<file path="src/rtl/int_ack_sequencer.sv">
// Interrupt acknowledge / EOI sequencer for an 8259-style PIC.
// Runs the two-pulse INTA_n handshake to fetch a vector and issues non-specific EOI writes.
module int_ack_sequencer #(
    parameter int PULSE_CYC = 4,
    parameter int GAP_CYC   = 4
) (
    input  logic       clk,
    input  logic       reset,
    input  logic       INT,
    input  logic [7:0] D_in,
    output logic [7:0] D_out,
    output logic       D_oe,
    output logic       INTA_n,
    output logic       CS_n,
    output logic       WR_n,
    output logic       A0,
    input  logic       int_en,
    output logic       vec_valid,
    output logic [7:0] vec,
    input  logic       vec_ready,
    input  logic       eoi_req,
    output logic       busy
);

    localparam logic [3:0] PULSE_LD = 4'(PULSE_CYC - 1);
    localparam logic [3:0] GAP_LD   = 4'(GAP_CYC - 1);
    localparam logic [7:0] EOI_CMD  = 8'h20;

    typedef enum logic [2:0] {
        IDLE   = 3'd0,
        ACK1   = 3'd1,
        GAP    = 3'd2,
        ACK2   = 3'd3,
        VEC    = 3'd4,
        EOI_SU = 3'd5,
        EOI_WR = 3'd6,
        EOI_HD = 3'd7
    } state_t;

    state_t     state_q;
    logic       int_m_q;
    logic       int_s_q;
    logic [3:0] cnt_q;
    logic       eoi_pend_q;
    logic [7:0] d_out_q;
    logic       d_oe_q;
    logic       inta_n_q;
    logic       cs_n_q;
    logic       wr_n_q;
    logic       a0_q;
    logic       vec_valid_q;
    logic [7:0] vec_q;
    logic       busy_q;

    assign D_out     = d_out_q;
    assign D_oe      = d_oe_q;
    assign INTA_n    = inta_n_q;
    assign CS_n      = cs_n_q;
    assign WR_n      = wr_n_q;
    assign A0        = a0_q;
    assign vec_valid = vec_valid_q;
    assign vec       = vec_q;
    assign busy      = busy_q;

    // Two-flop synchronizer for the asynchronous INT request.
    always_ff @(posedge clk) begin
        if (reset) begin
            int_m_q <= 1'b0;
            int_s_q <= 1'b0;
        end else begin
            int_m_q <= INT;
            int_s_q <= int_m_q;
        end
    end

    // Sequencer FSM; every bus output is a register updated on the transition into its state.
    always_ff @(posedge clk) begin
        if (reset) begin
            state_q     <= IDLE;
            cnt_q       <= 4'd0;
            eoi_pend_q  <= 1'b0;
            d_out_q     <= 8'h00;
            d_oe_q      <= 1'b0;
            inta_n_q    <= 1'b1;
            cs_n_q      <= 1'b1;
            wr_n_q      <= 1'b1;
            a0_q        <= 1'b0;
            vec_valid_q <= 1'b0;
            vec_q       <= 8'h00;
            busy_q      <= 1'b0;
        end else begin
            // EOI requests seen while busy are remembered; the IDLE branch below clears the flag.
            eoi_pend_q <= eoi_pend_q | (eoi_req & (state_q != IDLE));
            case (state_q)
                IDLE: begin
                    if (eoi_req || eoi_pend_q) begin
                        state_q    <= EOI_SU;
                        eoi_pend_q <= 1'b0;
                        cs_n_q     <= 1'b0;
                        a0_q       <= 1'b0;
                        d_oe_q     <= 1'b1;
                        d_out_q    <= EOI_CMD;
                        wr_n_q     <= 1'b1;
                        busy_q     <= 1'b1;
                    end else if (int_s_q && int_en) begin
                        state_q  <= ACK1;
                        inta_n_q <= 1'b0;
                        cnt_q    <= PULSE_LD;
                        busy_q   <= 1'b1;
                    end else begin
                        state_q <= IDLE;
                    end
                end
                ACK1: begin
                    if (cnt_q == 4'd0) begin
                        state_q  <= GAP;
                        inta_n_q <= 1'b1;
                        cnt_q    <= GAP_LD;
                    end else begin
                        cnt_q <= cnt_q - 4'd1;
                    end
                end
                GAP: begin
                    if (cnt_q == 4'd0) begin
                        state_q  <= ACK2;
                        inta_n_q <= 1'b0;
                        cnt_q    <= PULSE_LD;
                    end else begin
                        cnt_q <= cnt_q - 4'd1;
                    end
                end
                ACK2: begin
                    if (cnt_q == 4'd0) begin
                        state_q     <= VEC;
                        inta_n_q    <= 1'b1;
                        vec_q       <= D_in;
                        vec_valid_q <= 1'b1;
                    end else begin
                        cnt_q <= cnt_q - 4'd1;
                    end
                end
                VEC: begin
                    if (vec_ready) begin
                        state_q     <= IDLE;
                        vec_valid_q <= 1'b0;
                        busy_q      <= 1'b0;
                    end else begin
                        state_q <= VEC;
                    end
                end
                EOI_SU: begin
                    state_q <= EOI_WR;
                    wr_n_q  <= 1'b0;
                    cnt_q   <= PULSE_LD;
                end
                EOI_WR: begin
                    if (cnt_q == 4'd0) begin
                        state_q <= EOI_HD;
                        wr_n_q  <= 1'b1;
                    end else begin
                        cnt_q <= cnt_q - 4'd1;
                    end
                end
                EOI_HD: begin
                    state_q <= IDLE;
                    cs_n_q  <= 1'b1;
                    d_oe_q  <= 1'b0;
                    d_out_q <= 8'h00;
                    busy_q  <= 1'b0;
                end
                default: begin
                    state_q     <= IDLE;
                    inta_n_q    <= 1'b1;
                    wr_n_q      <= 1'b1;
                    cs_n_q      <= 1'b1;
                    d_oe_q      <= 1'b0;
                    vec_valid_q <= 1'b0;
                    busy_q      <= 1'b0;
                end
            endcase
        end
    end

endmodule

</file>
<file path="config.mk">
export PLATFORM = sky130hd
export DESIGN_NAME = int_ack_sequencer
export DESIGN_NICKNAME = d
export VERILOG_FILES = /design/src/rtl/int_ack_sequencer.sv
export SDC_FILE = /design/constraint.sdc
export NUM_CORES = 1
export LEC_CHECK = 0
export ABC_AREA = 1
export CORE_MARGIN = 4
export CORE_UTILIZATION = 47
export CTS_CLUSTER_DIAMETER = 150
export DETAILED_ROUTE_END_ITERATION = 10
export PLACE_DENSITY = 0.79
export SYNTH_ARGS = -nofsm -noshare
export SYNTH_HDL_FRONTEND = slang
export SYNTH_SLANG_ARGS = --single-unit
</file>
<file path="constraint.sdc">
create_clock -name clk -period 1.75 [get_ports clk]
set_clock_uncertainty 0.1 [all_clocks]
set_input_delay 0.35 -clock clk [delete_from_list [all_inputs] [get_ports clk]]
set_output_delay 0.35 -clock clk [all_outputs]
set_load 0.05 [all_outputs]
</file>
==> results.yml <==
sta:
  fmax_mhz: 636
  fin_crit_sh_pct: 89.8
  fin_ws_ns: 0.179
  drv_slew: 0
  tns_ns: 0
  setup-violations-final: 0
  rsz0062_at_grt: "no"
  min_period_ns: 1.57
  hold_violations: 0
yosys:
  synth_top_area_share_pct: 37.1
  yosysUniqueCellTypes: 27
  avgSynthCellArea_um2: 7.19
  synth_cells: 180
  netlist_area_um2: 1290
  yosys-top-cells-count: "nand2_1, nor2_1, dfxtp_1, inv_1, nand3_1"
  ys_seq_area_share_pct: 37.1
  synth_most_common_cell: "nand2_1"
  yosys-top-cells-area: "dfxtp_1, nand2_1, nor2_1"
  async_reset_ff_share_pct: 0
  yosysWarnings: 0
  synth_edf_count: 0
  synth_flop_cell: "dfxtp_1"
  yosys_register_bits: 24
  synth_top_cell_by_area: "dfxtp_1"
clock_tree:
  clock_latency_ns: 0.33
  cts-buffers-inserted: 3
  clkTransAtPathRegs_ns: 0.14
  tritoncts: "yes"
  hold_buffers: 0
  cts-root-buf: "clkbuf_4"
  cts_setup_buffers: 0
  htreeDepth: 1
  cts_resized: 0
  clk_path_buf_depth: 2
  cts.sinks: 24
worst_setup_path:
  cp_slowest_cell: "dfxtp_1"
  required_ns: 1.89
  max_stage_delay_ns: 0.36
  path_max_fanout: 10
  crit_chain: "inv_1 > ha_1 > nand3_2 > nor2_4 > inv_2 > nor2_1 > nor2_1"
  cp.arrival_ns: 1.71
  r2r_cells: 7
  cpMostUsedCell: "nor2_1"
  cp-end-kind: "flop"
  r2r-end: "vec[0]$_SDFFE_PP0P_"
  crit_type: "flop to flop"
  r2r_setup_slack_ns: 0.18
  r2r-start: "cnt_q[1]$_SDFFE_PP0P_"
  crit_family: "simple AND/OR/NAND/NOR gates"
  startpoint_type: "flop"
  cp_num_buf_inv: 2
place:
  port_buffers: 28
  placed_cells: 235
  gp_congestion: 0.834
  pre_cts_slack_ns: 0.0435
  hpwl_mm: 2.27
pwr:
  finalPower_mw: 2.75
  p_per_area_nw_per_um2: 1740
  p_leak_nw: 0.789
  peakVddDrop_v: 0.000953
detailed_routing:
  vias: 1236
  drc: 0
  viasPerCell: 5.17
  dr.pass1.iters: 4
  postRouteAntennaNets: 0
  drt_iter0_markers: 38
  finalWirelength_mm: 2.97
  wl_per_cell_um: 12.4
run:
  drv_cap: 0
min_path:
  hold_path_class: "flop to flop"
  min_to: "int_s_q$_SDFF_PP0_"
  hold_start: "int_m_q$_SDFF_PP0_"
  hold_depth: 2
final_layout:
  n_fill_cell: 232
  n_antenna_cell: 0
  drive_gt1_share_pct: 22.5
  areaGrowthSynthToFinish_pct: 22.6
  layout.nets: 226
  layoutNonFillerInstCount: 239
global_route:
  grt_pass1_wl_mm: 4.82
  antenna_found_initial: 0
  grt_pass1_vias: 1150
  grt_max_degree: 16
  grt-ovfl-total: 0
  grt.total_usage_pct: 17.2
floorplanning:
  initial_utilization_pct: 50.8
  die_x_um: 60.5
  num_rows: 18
  core_um2: 2540
  die_area_um2: 3660
  dieHeight_um: 60.5
  io_pins: 37
outcome:
  status: "finished, final reports clean"
-- area by class of cell --
cell class / count / area, µm² / share of cell area [%]
multi-input cells: 130 / 676 / 42.6
repair buffers: 31 / 265 / 16.7
well taps: 30 / 37.5 / 2.37
clock inverters: 1 / 30.0 / 1.89
clock buffers: 3 / 22.5 / 1.42
inverters: 20 / 75.1 / 4.73
flip-flops and latches: 24 / 480 / 30.3
-- how the worst max path moves through the flow --
| stage | startpoint | to | slack (ns) | cells past startpoint |
|---|---|---|---|---|
| floorplan | D_out[5]$_SDFFE_PP0P_ | D_out[5] | 0.39 | 1 |
| global placement | eoi_req | WR_n$_SDFFE_PP1P_ | 0.11 | 8 |
| detailed placement | eoi_req | WR_n$_SDFFE_PP1P_ | 0.04 | 8 |
| CTS | cnt_q[1]$_SDFFE_PP0P_ | vec[0]$_SDFFE_PP0P_ | 0.20 | 7 |
| global route | cnt_q[1]$_SDFFE_PP0P_ | vec[5]$_SDFFE_PP0P_ | 0.09 | 7 |
| finish | cnt_q[1]$_SDFFE_PP0P_ | vec[0]$_SDFFE_PP0P_ | 0.18 | 7 |
-- per-stage QoR --
step | area (µm²) | hold WS, ns | util [%]
floorplan | 1320 | 0.288 | -
global placement | 1530 | 0.292 | 60.3
detailed placement | 1530 | 0.297 | 60.3
CTS | 1590 | 0.315 | 62.3
global route | 1590 | 0.353 | 62.3
finish | 1590 | 0.314 | 62.3
-- state kept, by name, indices dropped and copies added (netlist names) --
name / cells
vec: 8
WR_n: 1
vec_valid: 1
D_out: 1
CS_n: 1
busy: 1
cnt_q: 4
state_q: 3
int_m_q: 1
int_s_q: 1
eoi_pend_q: 1
INTA_n: 1
-- cell families (layout without fill, tap and decap cells) --
kind of cell    count (synthesis)  after routing  synth area share, %
buf+inv                        33             55                 12.7
flops                          24             24                 37.1
compound gates                 24             24                 10.5
fa+ha+maj                       2              2                 1.93
other cells                     1              8                0.290
simple gates                   96             96                 37.4
-- placed cells by master, fill, tap and decap left out --
cell / instances
a21oi_1: 7
a21oi_2: 2
a31oi_1: 1
buf_4: 18
bufinv_16: 1
clkbuf_4: 3
clkdlybuf4s50_1: 13
conb_1: 8
dfxtp_1: 24
ha_1: 2
inv_1: 17
inv_2: 3
nand2_1: 33
nand2_2: 5
nand2_4: 3
nand3_1: 14
nand3_2: 7
nand3b_1: 1
nand4_1: 1
nor2_1: 27
nor2_2: 2
nor2_4: 2
nor3_1: 1
o211ai_1: 1
o21ai_0: 8
o21ai_1: 3
o21ai_2: 1
o22ai_1: 1
-- worst register-to-register path, cell delays in order, from the launching register on --
cell and delay [ns]:
dfxtp_1 0.36, inv_1 0.10, ha_1 0.20, nand3_2 0.19, nor2_4 0.26, inv_2 0.12
nor2_1 0.11, nor2_1 0.06
-- report_power, final --
| group | switching (mW) | total (mW) | internal [mW] |
|---|---|---|---|
| Combinational | 1.06 | 1.56 | 0.495 |
| Clock | 0.181 | 0.412 | 0.232 |
| Sequential | 0.105 | 0.785 | 0.680 |
| Total | 1.35 | 2.75 | 1.41 |
-- per-layer routing --
metal | wire length [µm] | part of all wire [%] | GRT usage, %
met5 | 0 | 0 | 0
met4 | 67 | 2.3 | 8.05
met3 | 245 | 8.2 | 1.70
met2 | 1460 | 49 | 30.2
met1 | 1200 | 40 | 21.1
Note: power is estimated with default switching activity, not from simulation.
==> RTL edit, RTL diff (same settings) <==
Reset style: asynchronous (`reset`), changed in 2 clocked blocks.
--- a/src/rtl/int_ack_sequencer.sv
+++ b/src/rtl/int_ack_sequencer.sv
@@ -64,5 +64,5 @@
 
     // Two-flop synchronizer for the asynchronous INT request.
-    always_ff @(posedge clk) begin
+    always_ff @(posedge clk or posedge reset) begin
         if (reset) begin
             int_m_q <= 1'b0;
@@ -75,5 +75,5 @@
 
     // Sequencer FSM; every bus output is a register updated on the transition into its state.
-    always_ff @(posedge clk) begin
+    always_ff @(posedge clk or posedge reset) begin
         if (reset) begin
             state_q     <= IDLE;
Check against the original RTL: differs if reset is asserted again (counterexample within 4 cycles, from zero or initial values and one cycle with reset high); with reset held inactive, the same outputs for 10 cycles.
==> RTL edit against the unedited design <==
- routed wire length down 15%
- global-route usage down 2.4 points
- area after synthesis unchanged
- synthesized cell count down 11%
- design area up 2.6%
- power up 24%
- clock power down 29%
- worst setup slack worse by 40 ps
- sequential cell count unchanged
- largest cell class is now registers
- highest routed layer unchanged
==> RTL edit: results (changes against the unedited design) <==
.. list-table::
   :header-rows: 1

   * - Metric
     - Value
   * - RePlAce Congestion
     - 0.886 (+6.2%)
   * - Post-synthesis sequential area ratio
     - 0.467 (+0.0957)
   * - Detailed-routed wire length on met3
     - 150 um (-39%)
   * - Wire length of the first global-routing pass
     - 4190 um (-13%)
   * - Detailed Place HPWL
     - 1940 um (-14%)
   * - GRT Resource Usage Total
     - 0.148 (-0.0240)
   * - Async SR Flop Fraction
     - 1.00 (+1.00)
   * - Leakage dissipation
     - 0.881 nW (+12%)
   * - CTS clock-pin slew for the worst setup and hold paths
     - 130 ps
   * - Initial DRC Count
     - 24 (-37%)
   * - Via count of the first global-routing pass
     - 1082 (-5.9%)
   * - Max Buffers Root-to-Sink
     - 2 (unchanged)
   * - Total net switching power
     - 1.78 mW (+32%)
   * - Leading cell types by total area after synthesis
     - sky130_fd_sc_hd__dfrtp_1, sky130_fd_sc_hd__nand2_1, sky130_fd_sc_hd__dfstp_2
   * - Fraction of synthesized cell area taken by the top area cell type
     - 0.406 (+0.0348)
   * - Largest fanout on the critical path
     - 9 (-1)
   * - Met2 WL
     - 1300 um (-11%)
   * - Drt wl/cell
     - 11.3 um (-8.8%)
   * - Fraction of layout instances using a drive strength above 1
     - 0.233 (+0.00828)
   * - HP Class
     - primary input to async pin
   * - Number of nets in the final layout
     - 209 (-7.5%)
   * - Routed vias/inst
     - 4.84 (-6.4%)
   * - Result of the run
     - completed
   * - WL met1
     - 1050 um (-13%)
   * - List of most frequent post-synthesis cells
     - sky130_fd_sc_hd__nand2_1, sky130_fd_sc_hd__dfrtp_1, sky130_fd_sc_hd__inv_1, sky130_fd_sc_hd__nand3_1, sky130_fd_sc_hd__nor2_1
   * - Synth cell types
     - 23 (-15%)
   * - Data arrival at the endpoint of the critical path
     - 1730 ps (+20 ps)
   * - Slack of the worst reg-to-reg path
     - 140 ps (-40 ps)
-- RTL edit: power groups by stage --
stage | Combinational, mW | Sequential [mW] | Clock, mW
after floorplan | 1.05 | 1.48 | 0
after global placement | 2.04 | 1.01 | 0
after detailed placement | 2.09 | 1.02 | 0
after CTS | 2.10 | 1.01 | 0.299
after global routing | 2.33 | 1.04 | 0.317
final | 2.12 | 1.01 | 0.294
-- RTL edit: final timing paths --
check                           startpoint  endpoint  cells past startpoint
worst max-delay path              cnt_q[0]    vec[1]                      7
worst min-delay path                 reset    vec[7]                      3
worst max register to register    cnt_q[0]    vec[1]                      7
worst min register to register     int_m_q   int_s_q                      0
max in group asynchronous            reset      WR_n                      3
min in group clk                   int_m_q   int_s_q                      0
-- RTL edit: final cells by class --
class                      instances  area (um^2)  area share
inverter                          24         92.6      0.0569
timing repair buffer              30          295       0.181
clock buffer                       4         36.3      0.0223
tap                               30         37.5      0.0231
multi-input combinational        111          562       0.345
sequential                        24          604       0.371
-- RTL edit: metal layers --
| layer | up-vias | track usage |
|---|---|---|
| met5 | - | 0 |
| met4 | 0 | 0.0526 |
| met3 | 3 | 0.0191 |
| met2 | 28 | 0.278 |
| met1 | 499 | 0.172 |
| li1 | 550 | - |
-- RTL edit: cell families after synthesis --
family | Yosys count | share of synthesized area
AND/OR/NAND/NOR | 82 | 0.284
buffers and inverters | 34 | 0.132
flip-flops | 24 | 0.467
AO/OA/AOI/OAI | 18 | 0.0967
XOR/XNOR | 1 | 0.00677
adder cells (fa/ha/maj) | 1 | 0.00967
other | 1 | 0.00290
-- RTL edit: stage by stage --
stage | instances | instance area (um^2) | setup WS, ps | hold slack, ps | utilization
6_report | 223 | 1630 | 139 | 263 | 0.640
5_1_grt | 223 | 1630 | 6.11 | 272 | 0.640
4_1_cts | 222 | 1610 | 111 | 264 | 0.633
3_5_place_dp | 218 | 1570 | 129 | 235 | 0.618
3_3_place_gp | 218 | 1570 | 208 | 232 | 0.618
2_1_floorplan | 168 | 1320 | 283 | 231 | -
-- RTL edit: worst max-delay path, cell delays in order (launching register included) --
cell and delay, ps:
sky130_fd_sc_hd__dfrtp_1 400, sky130_fd_sc_hd__inv_1 120, sky130_fd_sc_hd__ha_1 190, sky130_fd_sc_hd__nand2_1 130, sky130_fd_sc_hd__inv_1 230, sky130_fd_sc_hd__nand3_4 170
sky130_fd_sc_hd__nand2_1 110, sky130_fd_sc_hd__o21ai_2 50
